===== config.mk =====
export PLATFORM = sky130hd
export DESIGN_NAME = hex7seg_scan_ctrl
export DESIGN_NICKNAME = d
export VERILOG_FILES = /design/src/rtl/hex7seg_scan_ctrl.sv
export SDC_FILE = /design/constraint.sdc
export NUM_CORES = 1
export LEC_CHECK = 0
export CAP_MARGIN = 20
export CORE_MARGIN = 4
export CORE_UTILIZATION = 45
export CTS_BUF_LIST = sky130_fd_sc_hd__clkbuf_4 sky130_fd_sc_hd__clkbuf_8
export DETAILED_ROUTE_END_ITERATION = 7
export PLACE_DENSITY = 0.69
export RECOVER_POWER = 25
export SLEW_MARGIN = 20
export SYNTH_ARGS = -nofsm -noshare
export SYNTH_HDL_FRONTEND = slang
export SYNTH_SLANG_ARGS = --single-unit

===== constraint.sdc =====
create_clock -name CLK -period 3.3 [get_ports CLK]
set_input_delay 0.66 -clock CLK [delete_from_list [all_inputs] [get_ports CLK]]
set_output_delay 0.66 -clock CLK [all_outputs]
set_load 0.1 [all_outputs]

===== src/rtl/hex7seg_scan_ctrl.sv =====
// Time-multiplexed NDIG-digit common-anode 7-seg scan controller with frame-atomic loads.
// Optional build macro LEADING_ZERO_BLANK_EN blanks digits above the most significant nonzero nibble.
module hex7seg_scan_ctrl #(
  parameter int unsigned NDIG     = 4,
  parameter int unsigned SCAN_DIV = 50000
) (
  input  logic              CLK,
  input  logic              RST_N,
  input  logic              LOAD,
  input  logic [4*NDIG-1:0] VALUE,
  input  logic [NDIG-1:0]   DP_IN,
  output logic [7:0]        HEX,
  output logic [NDIG-1:0]   DIG_SEL,
  output logic              FRAME_DONE,
  output logic              PENDING
);

  localparam int unsigned      CNT_W    = $clog2(SCAN_DIV);
  localparam int unsigned      IDX_W    = $clog2(NDIG);
  localparam logic [CNT_W-1:0] CNT_LAST = CNT_W'(SCAN_DIV - 1);
  localparam logic [IDX_W-1:0] IDX_LAST = IDX_W'(NDIG - 1);

  logic [CNT_W-1:0]  cnt_q, cnt_d;
  logic [IDX_W-1:0]  idx_q, idx_d;
  logic [4*NDIG-1:0] pend_val_q, pend_val_d, act_val_q, act_val_d;
  logic [NDIG-1:0]   pend_dp_q, pend_dp_d, act_dp_q, act_dp_d;
  logic              pend_flag_q, pend_flag_d;
  logic [7:0]        hex_q, hex_d;
  logic [NDIG-1:0]   dig_sel_q, dig_sel_d;
  logic              frame_done_q, frame_done_d;

  logic              slot_end, last_dig, boundary;
  logic [3:0]        cur_nib;
  logic              cur_dp;
  logic [7:0]        digit_hex;
`ifdef LEADING_ZERO_BLANK_EN
  logic [IDX_W-1:0]  top_nz;
`endif

  function automatic logic [6:0] seg7(input logic [3:0] n);
    logic [6:0] s;
    case (n)
      4'h0: s = 7'h40;  4'h1: s = 7'h79;  4'h2: s = 7'h24;  4'h3: s = 7'h30;
      4'h4: s = 7'h19;  4'h5: s = 7'h12;  4'h6: s = 7'h02;  4'h7: s = 7'h58;
      4'h8: s = 7'h00;  4'h9: s = 7'h10;  4'hA: s = 7'h08;  4'hB: s = 7'h03;
      4'hC: s = 7'h46;  4'hD: s = 7'h21;  4'hE: s = 7'h06;  default: s = 7'h0E;
    endcase
    return s;
  endfunction

  always_comb begin
    slot_end    = (cnt_q == CNT_LAST);
    last_dig    = (idx_q == IDX_LAST);
    boundary    = slot_end && last_dig;
    cnt_d       = slot_end ? '0 : cnt_q + CNT_W'(1);
    idx_d       = idx_q;
    if (slot_end) idx_d = last_dig ? '0 : idx_q + IDX_W'(1);
    pend_val_d  = pend_val_q;
    pend_dp_d   = pend_dp_q;
    pend_flag_d = pend_flag_q;
    act_val_d   = act_val_q;
    act_dp_d    = act_dp_q;
    if (boundary && pend_flag_q) begin
      act_val_d   = pend_val_q;
      act_dp_d    = pend_dp_q;
      pend_flag_d = 1'b0;
    end
    // A load on the boundary cycle refills pending after the old value has been promoted.
    if (LOAD) begin
      pend_val_d  = VALUE;
      pend_dp_d   = DP_IN;
      pend_flag_d = 1'b1;
    end
  end

  // Outputs are decoded from next-state so the registered display lines up with cnt/idx.
  always_comb begin
    cur_nib   = '0;
    cur_dp    = 1'b0;
    hex_d     = 8'hFF;
    dig_sel_d = '1;
    for (int unsigned k = 0; k < NDIG; k++) begin
      if (idx_d == IDX_W'(k)) begin
        cur_nib = act_val_d[4*k +: 4];
        cur_dp  = act_dp_d[k];
      end
    end
    digit_hex = {~cur_dp, seg7(cur_nib)};
`ifdef LEADING_ZERO_BLANK_EN
    top_nz = '0;
    for (int unsigned k = 0; k < NDIG; k++) begin
      if (act_val_d[4*k +: 4] != 4'h0) top_nz = IDX_W'(k);
    end
    if (idx_d > top_nz) digit_hex = cur_dp ? 8'h7F : 8'hFF;
`endif
    if (cnt_d != '0) begin
      hex_d = digit_hex;
      for (int unsigned k = 0; k < NDIG; k++) begin
        dig_sel_d[k] = (idx_d != IDX_W'(k));
      end
    end
    frame_done_d = (cnt_d == CNT_LAST) && (idx_d == IDX_LAST);
  end

  always_ff @(posedge CLK or negedge RST_N) begin
    if (!RST_N) begin
      cnt_q        <= '0;
      idx_q        <= '0;
      pend_val_q   <= '0;
      pend_dp_q    <= '0;
      pend_flag_q  <= 1'b0;
      act_val_q    <= '0;
      act_dp_q     <= '0;
      hex_q        <= 8'hFF;
      dig_sel_q    <= '1;
      frame_done_q <= 1'b0;
    end else begin
      cnt_q        <= cnt_d;
      idx_q        <= idx_d;
      pend_val_q   <= pend_val_d;
      pend_dp_q    <= pend_dp_d;
      pend_flag_q  <= pend_flag_d;
      act_val_q    <= act_val_d;
      act_dp_q     <= act_dp_d;
      hex_q        <= hex_d;
      dig_sel_q    <= dig_sel_d;
      frame_done_q <= frame_done_d;
    end
  end

  assign HEX        = hex_q;
  assign DIG_SEL    = dig_sel_q;
  assign FRAME_DONE = frame_done_q;
  assign PENDING    = pend_flag_q;

endmodule


# ---- Word level (Yosys, flattened, before mapping)
# Memory sizes are Yosys's and may differ from the RTL's.
# Index checks and enable logic that the tools add are counted.
dict set report classes {
  mux 17
  n_bitwise 1
  n_eq_ne 9
  n_addsub 2
  n_reduce_logical 7
}
# op count
set ops {}
lappend ops {{equality test 16 bit, second input constant} 2}
lappend ops {{2-to-1 mux 16 bit} 2}
lappend ops {{2-to-1 mux 4 bit} 6}
lappend ops {{adder 16 x 1 -> 16 bit, second input constant} 1}
lappend ops {{nonzero test 16 bit} 1}
lappend ops {{2-to-1 mux 8 bit} 1}
lappend ops {{equality test 2 bit, second input constant} 3}
lappend ops {{2-to-1 mux 1 bit} 6}
lappend ops {{2-to-1 mux 2 bit} 2}
lappend ops {{inequality test 2 bit, second input constant} 2}
lappend ops {{nonzero test 2 bit} 2}
lappend ops {{logical AND 1 bit} 3}
lappend ops {{adder 2 x 1 -> 2 bit, second input constant} 1}
lappend ops {{equality test 2 x 1 -> 1 bit, second input constant} 1}
lappend ops {{logical NOT 2 bit} 1}
lappend ops {{inequality test 2 x 1 -> 1 bit, second input constant} 1}
lappend ops {{NOT 1 bit} 1}
dict set report totals {
  regBits 72
  n_memories 1
  input_bits 23
  wordCells 47
  out_inout_bits 14
  rom_bits 112
}
# memory words word_bits rd rd_clocked_by_memory_dff write_ports line
set memory_table {}
lappend memory_table {{(no name shown)} 16 7 1 0 0 42} ;# case (n)

# ---- Longest topological paths before layout
dict set report logic_depth {
  depth_word 10
  mapped_depth 15
  depth_no_buf 13
}

# ---- Least setup slack after synthesis
# Ideal clock, no wire load.
dict set report synth_path {
  kind {reg2reg}
  start {register pend_flag_q, in the netlist PENDING}
  end {register hex_q[4], in the netlist HEX[4]}
  required_ps 3206
  synth_period_minus_slack_ps 3015
  stages_incl_launch_ff 14
  setup_time_ps 94
  arrival_time_ps 2921
  path_slack_ps 285
  path_buffers 2
  cell_sequence {dfrtp_1 > and3_1 > buf_2 > nand2_2 > buf_4 > mux2_2 > mux2i_1 > mux2i_1 > inv_1 > ha_1 > inv_1 > nor2_1 > a21oi_1 > o221ai_1}
}
dict set report synth_via {
  word_cells_on_any_way 8
  cone_classes {6 x mux; 1 x reduce/logical; 1 x memory}
}
# item line
set synth_lines {}
lappend synth_lines {{start, declared} 27} ;# logic pend_flag_q, pend_flag_d;
lappend synth_lines {{start signal, assigned} 122} ;# pend_flag_q <= pend_flag_d;
lappend synth_lines {{logical AND 1 bit} 63} ;# if (boundary && pend_flag_q) begin
lappend synth_lines {{2-to-1 mux 16 bit} 63}
lappend synth_lines {{via act_val_d[9]} 25} ;# logic [4*NDIG-1:0] pend_val_q, pend_val_d, act_val_q, act_val_d;
lappend synth_lines {{2-to-1 mux 4 bit (2 in a row)} 83} ;# if (idx_d == IDX_W'(k)) begin
lappend synth_lines {{memory (16 x 7 bit)} --}
lappend synth_lines {{2-to-1 mux 8 bit} 96} ;# if (cnt_d != '0) begin
lappend synth_lines {{via hex_d[4]} 28} ;# logic [7:0] hex_q, hex_d;
lappend synth_lines {{end signal, assigned} 114} ;# hex_q <= 8'hFF;
lappend synth_lines {{end signal, assigned} 125} ;# hex_q <= hex_d;
lappend synth_lines {{end, declared} 28}
# The timed path passes the listed nets, and every way through them passes these cells.
# A chain may end at the register's enable or synchronous reset.

# ---- Final worst setup path
dict set report layout_path {
  start {register cnt_q[0]}
  end {register hex_q[4], in the netlist HEX[4]}
}
dict set report layout_via {
  word_cells_on_any_way 18
  cone_classes {1 x add/sub; 4 x eq/ne; 8 x mux; 4 x reduce/logical; 1 x memory}
}
# item line
set layout_lines {}
lappend layout_lines {{start, declared} 23} ;# logic [CNT_W-1:0] cnt_q, cnt_d;
lappend layout_lines {{start signal, assigned} 118} ;# cnt_q <= cnt_d;
lappend layout_lines {{equality test 16 bit} 52} ;# slot_end = (cnt_q == CNT_LAST);
lappend layout_lines {{logical AND 1 bit} 54} ;# boundary = slot_end && last_dig;
lappend layout_lines {{logical AND 1 bit} 63}
lappend layout_lines {{2-to-1 mux 16 bit} 63}
lappend layout_lines {{via act_val_d[9]} 25}
lappend layout_lines {{2-to-1 mux 4 bit (2 in a row)} 83}
lappend layout_lines {{memory (16 x 7 bit)} --}
lappend layout_lines {{2-to-1 mux 8 bit} 96}
lappend layout_lines {{via hex_d[4]} 28}
# The timed path passes the listed nets, and every way through them passes these cells.

==> impl_results.md <==
- Status: completed
- I/O Buffers: 36
- Fraction of power consumed by combinational cells: 4.1%
- Number of buffers created by CTS: 9
- Most common library cell in the layout ignoring fill and taps: sky130_fd_sc_hd__dfrtp_1
- Setup Total Neg Slack: 0 ns
- Clock period minus worst slack: 2.95 ns
- Drt via density: 5.39
- Wire length of the first global-routing pass: 11500 um
- Layout net count: 365
- Clock network power share: 43.8%
- Final max-slew violation count: 0
- Number of placement rows: 31
- Post-place setup slack: 0.116 ns
- Initial DRC count: 97
- Initial core utilization: 46.4%
- Pwr/cell area: 436 nW/um^2
- Seq cells post-synth: 72
- End-of-flow core utilization: 55.8%
- CTS tree: yes
- Worst hold margin: 0.472 ns
- Fraction of power spent switching nets: 21.7%
- Number of remaining DRC errors: 0
- H-tree depth: 3
- Fraction of final layout cells sized beyond drive strength 1: 27.1%
- Transition time of the tightest slew-check pin: 1.32 ns
- Primary FF master, synth: sky130_fd_sc_hd__dfrtp_1
- Worst slew margin: 11.8%
- Count of flip-flops with a built-in enable after synthesis: 0
- Async set or reset register ratio after synthesis: 100%
- Unrepaired setup endpoints after global routing: false
- Peak ir drop on the vdd network: 0.312 mV
- Count of different cell masters after synthesis: 42
- Die Footprint: 8960 um^2
- Net switching power figure: 0.384 mW
- Antenna cells: 0
- Vias in the first global route: 2394
- Die X: 94.7 um
- Core area: 7290 um^2
- Share of total power in sequential cells: 52.1%
- Setup-failing EPs final: 0
- Path type of the worst setup path: reg -> reg
- Internal power: 1.39 mW
- Count of vias placed by the detailed router: 2359
- Initial antenna violation count: 0
- Post-Synthesis Net Count: 323
- Number of optimization iterations in the first detailed-route pass: 4
- Most used cells in the layout excluding fill and tap cells: sky130_fd_sc_hd__dfrtp_1 (60), sky130_fd_sc_hd__mux2_2 (32), sky130_fd_sc_hd__nand3_1 (27)
- Final Cycle Share: 89.5%
- Placer Congestion: 0.848
- Gate count after technology mapping: 292
- Maximum fanout encountered on the critical timing path: 14
- I/O Pins: 37
- Data arrival time of the critical path: 3.22 ns
- Clock Pin Slew Worst Setup and Hold Paths: 0.08 ns
- Clock network latency to the later pin of the worst-skew pair: 0.35 ns
- Hold buffers post-CTS: 0
- Post-route antenna net violation count: 0
- Highest clock rate: 0.339 GHz
- Count of warnings emitted by yosys: 0
- Critical path data required time: 3.56 ns
- Routed Wire Length: 6700 um
- Overflow after GRT: 0
- Maximum number of buffers from clock root to sink: 2
- Crit-path max cell delay: 0.42 ns
- HPWL after detailed placement: 4890 um
- Slowest cell on the critical path: sky130_fd_sc_hd__dfrtp_1
- Netlist area before placement: 3380 um^2
- Worst Slack Setup Final: 0.347 ns
- Largest net degree at the start of global routing: 49
- Leakage power: 1.81 nW
- Worst setup EP type: register
- CTS root buf: sky130_fd_sc_hd__clkbuf_8
- CP Cell Sequence: ha_1, and3_2, and3_1, nand2_4, mux2_2, mux2i_1, mux2i_4, inv_1, ha_1, inv_1, nor2_1, a21oi_1, o221ai_1
- Maximum capacitance violations: 0
- Type of the most critical hold path: reg -> reg
- Fin. Hold Viols: 0
- Largest clock skew in the final design: 0.0107 ns
- Die Ht: 94.7 um
- Area growth from synthesis to layout: 20.3%
- Mean Syn Cell Area: 11.6 um^2
- Final routed wire length divided by cell count: 15.3 um
- Number of sinks driven by the clock tree: 72
- Proportion of synthesized chip area in sequential cells: 53.7%
- Overall fraction of global-route tracks in use: 16.9%
- Sort of element at the start of the critical path: register
## layer usage
metal  share of wire, %  routed length (um)  up-vias  track usage, %
met5                  0                   0        -               0
met4                2.0                 132        0            7.93
met3                4.7                 318       12            4.38
met2                 46                3070       54            25.5
met1                 47                3180     1163            22.6
li1                   -                   -     1130               -
## cells in the mapped netlist, types with 3 or more instances
master	count	area, um^2
sky130_fd_sc_hd__mux2i_1	10	100
sky130_fd_sc_hd__ha_1	8	100
sky130_fd_sc_hd__clkbuf_1	5	18.8
sky130_fd_sc_hd__and2_1	3	18.8
sky130_fd_sc_hd__nor4_1	5	31.3
sky130_fd_sc_hd__nand2_1	25	93.8
sky130_fd_sc_hd__nand4_1	8	50.1
sky130_fd_sc_hd__xnor2_1	8	70.1
sky130_fd_sc_hd__o21ai_0	12	60.1
sky130_fd_sc_hd__o221ai_1	5	43.8
sky130_fd_sc_hd__xor2_1	4	35.0
sky130_fd_sc_hd__inv_1	9	33.8
sky130_fd_sc_hd__nor3_1	5	25.0
sky130_fd_sc_hd__mux2_2	32	360
sky130_fd_sc_hd__dfrtp_1	60	1500
sky130_fd_sc_hd__o211ai_1	3	22.5
sky130_fd_sc_hd__nor2_1	12	45.0
sky130_fd_sc_hd__and3_1	6	37.5
sky130_fd_sc_hd__buf_2	6	30.0
sky130_fd_sc_hd__nand3_1	27	135
sky130_fd_sc_hd__dfstp_2	12	315
## final timing paths
check / start / to / slack (ns) / cells past startpoint
hold reg to reg: act_val_q[6]$_DFF_PN0_ / act_val_q[6]$_DFF_PN0_ / 0.47 / 2
max in group asynchronous: RST_N / act_dp_q[0]$_DFF_PN0_ / 0.96 / 2
setup reg to reg: cnt_q[0]$_DFF_PN0_ / HEX[4]$_DFF_PN1_ / 0.35 / 13
hold / removal: act_val_q[6]$_DFF_PN0_ / act_val_q[6]$_DFF_PN0_ / 0.47 / 2
setup / recovery: cnt_q[0]$_DFF_PN0_ / HEX[4]$_DFF_PN1_ / 0.35 / 13
min in group asynchronous: RST_N / cnt_q[6]$_DFF_PN0_ / 0.58 / 1
## logic make-up (layout without fill, tap and decap cells)
logic type / count (synthesis) / in the layout / synth area share, %
multiplexers: 44 / 44 / 14.6
AO/OA/AOI/OAI: 31 / 31 / 6.37
AND/OR/NAND/NOR: 103 / 103 / 16.4
buffers and inverters: 22 / 69 / 2.78
adder cells (fa/ha/maj): 8 / 8 / 2.96
flip-flops: 72 / 72 / 53.7
XOR/XNOR: 12 / 12 / 3.11
## state kept, by name, summed over array words and instances, names as in the netlist
name and flops:
act_dp_q 4, FRAME_DONE 1, cnt_q 16, HEX 8, DIG_SEL 4, idx_q 2
pend_val_q 16, pend_dp_q 4, PENDING 1, act_val_q 16
## layout make-up
class / instances / area (um^2)
clock buffer: 10 / 131
clock inverter: 6 / 91.3
fill: 646 / 3230
inverter: 10 / 37.5
multi-input combinational: 198 / 1500
sequential: 72 / 1820
tap: 99 / 124
timing repair buffer: 43 / 369
## critical path, delay by kind of cell (launching register included)
kind	cells	cell delay [ns]
compound gates	2	0.26
fa+ha+maj	2	0.46
buf+inv	2	0.19
mux	3	0.78
simple gates	4	0.77
flops	1	0.42
## stage by stage
stage / area (um^2) / instances / total power [mW]
5_1_grt: 4070 / 438 / 1.84
2_1_floorplan: 3380 / 292 / 0.961
3_5_place_dp: 3830 / 422 / 1.02
4_1_cts: 4060 / 438 / 1.79
6_report: 4070 / 438 / 1.77
3_3_place_gp: 3830 / 422 / 1.01
## power groups by stage
stage          clock, mW  sequential, mW  combinational (mW)
6_report           0.775           0.923              0.0732
5_1_grt            0.836           0.926              0.0828
4_1_cts            0.792           0.923              0.0789
3_5_place_dp           0           0.940              0.0788
3_3_place_gp           0           0.939              0.0760
2_1_floorplan          0           0.932              0.0295
## repair_timing
| item | 4_1_cts | 5_1_grt |
|---|---|---|
| resized for setup | 0 | 6 |
| setup buffers | 0 | 0 |
| endpoints found under the setup margin | 0 | 7 |
Note: power is estimated with default switching activity, not from simulation.
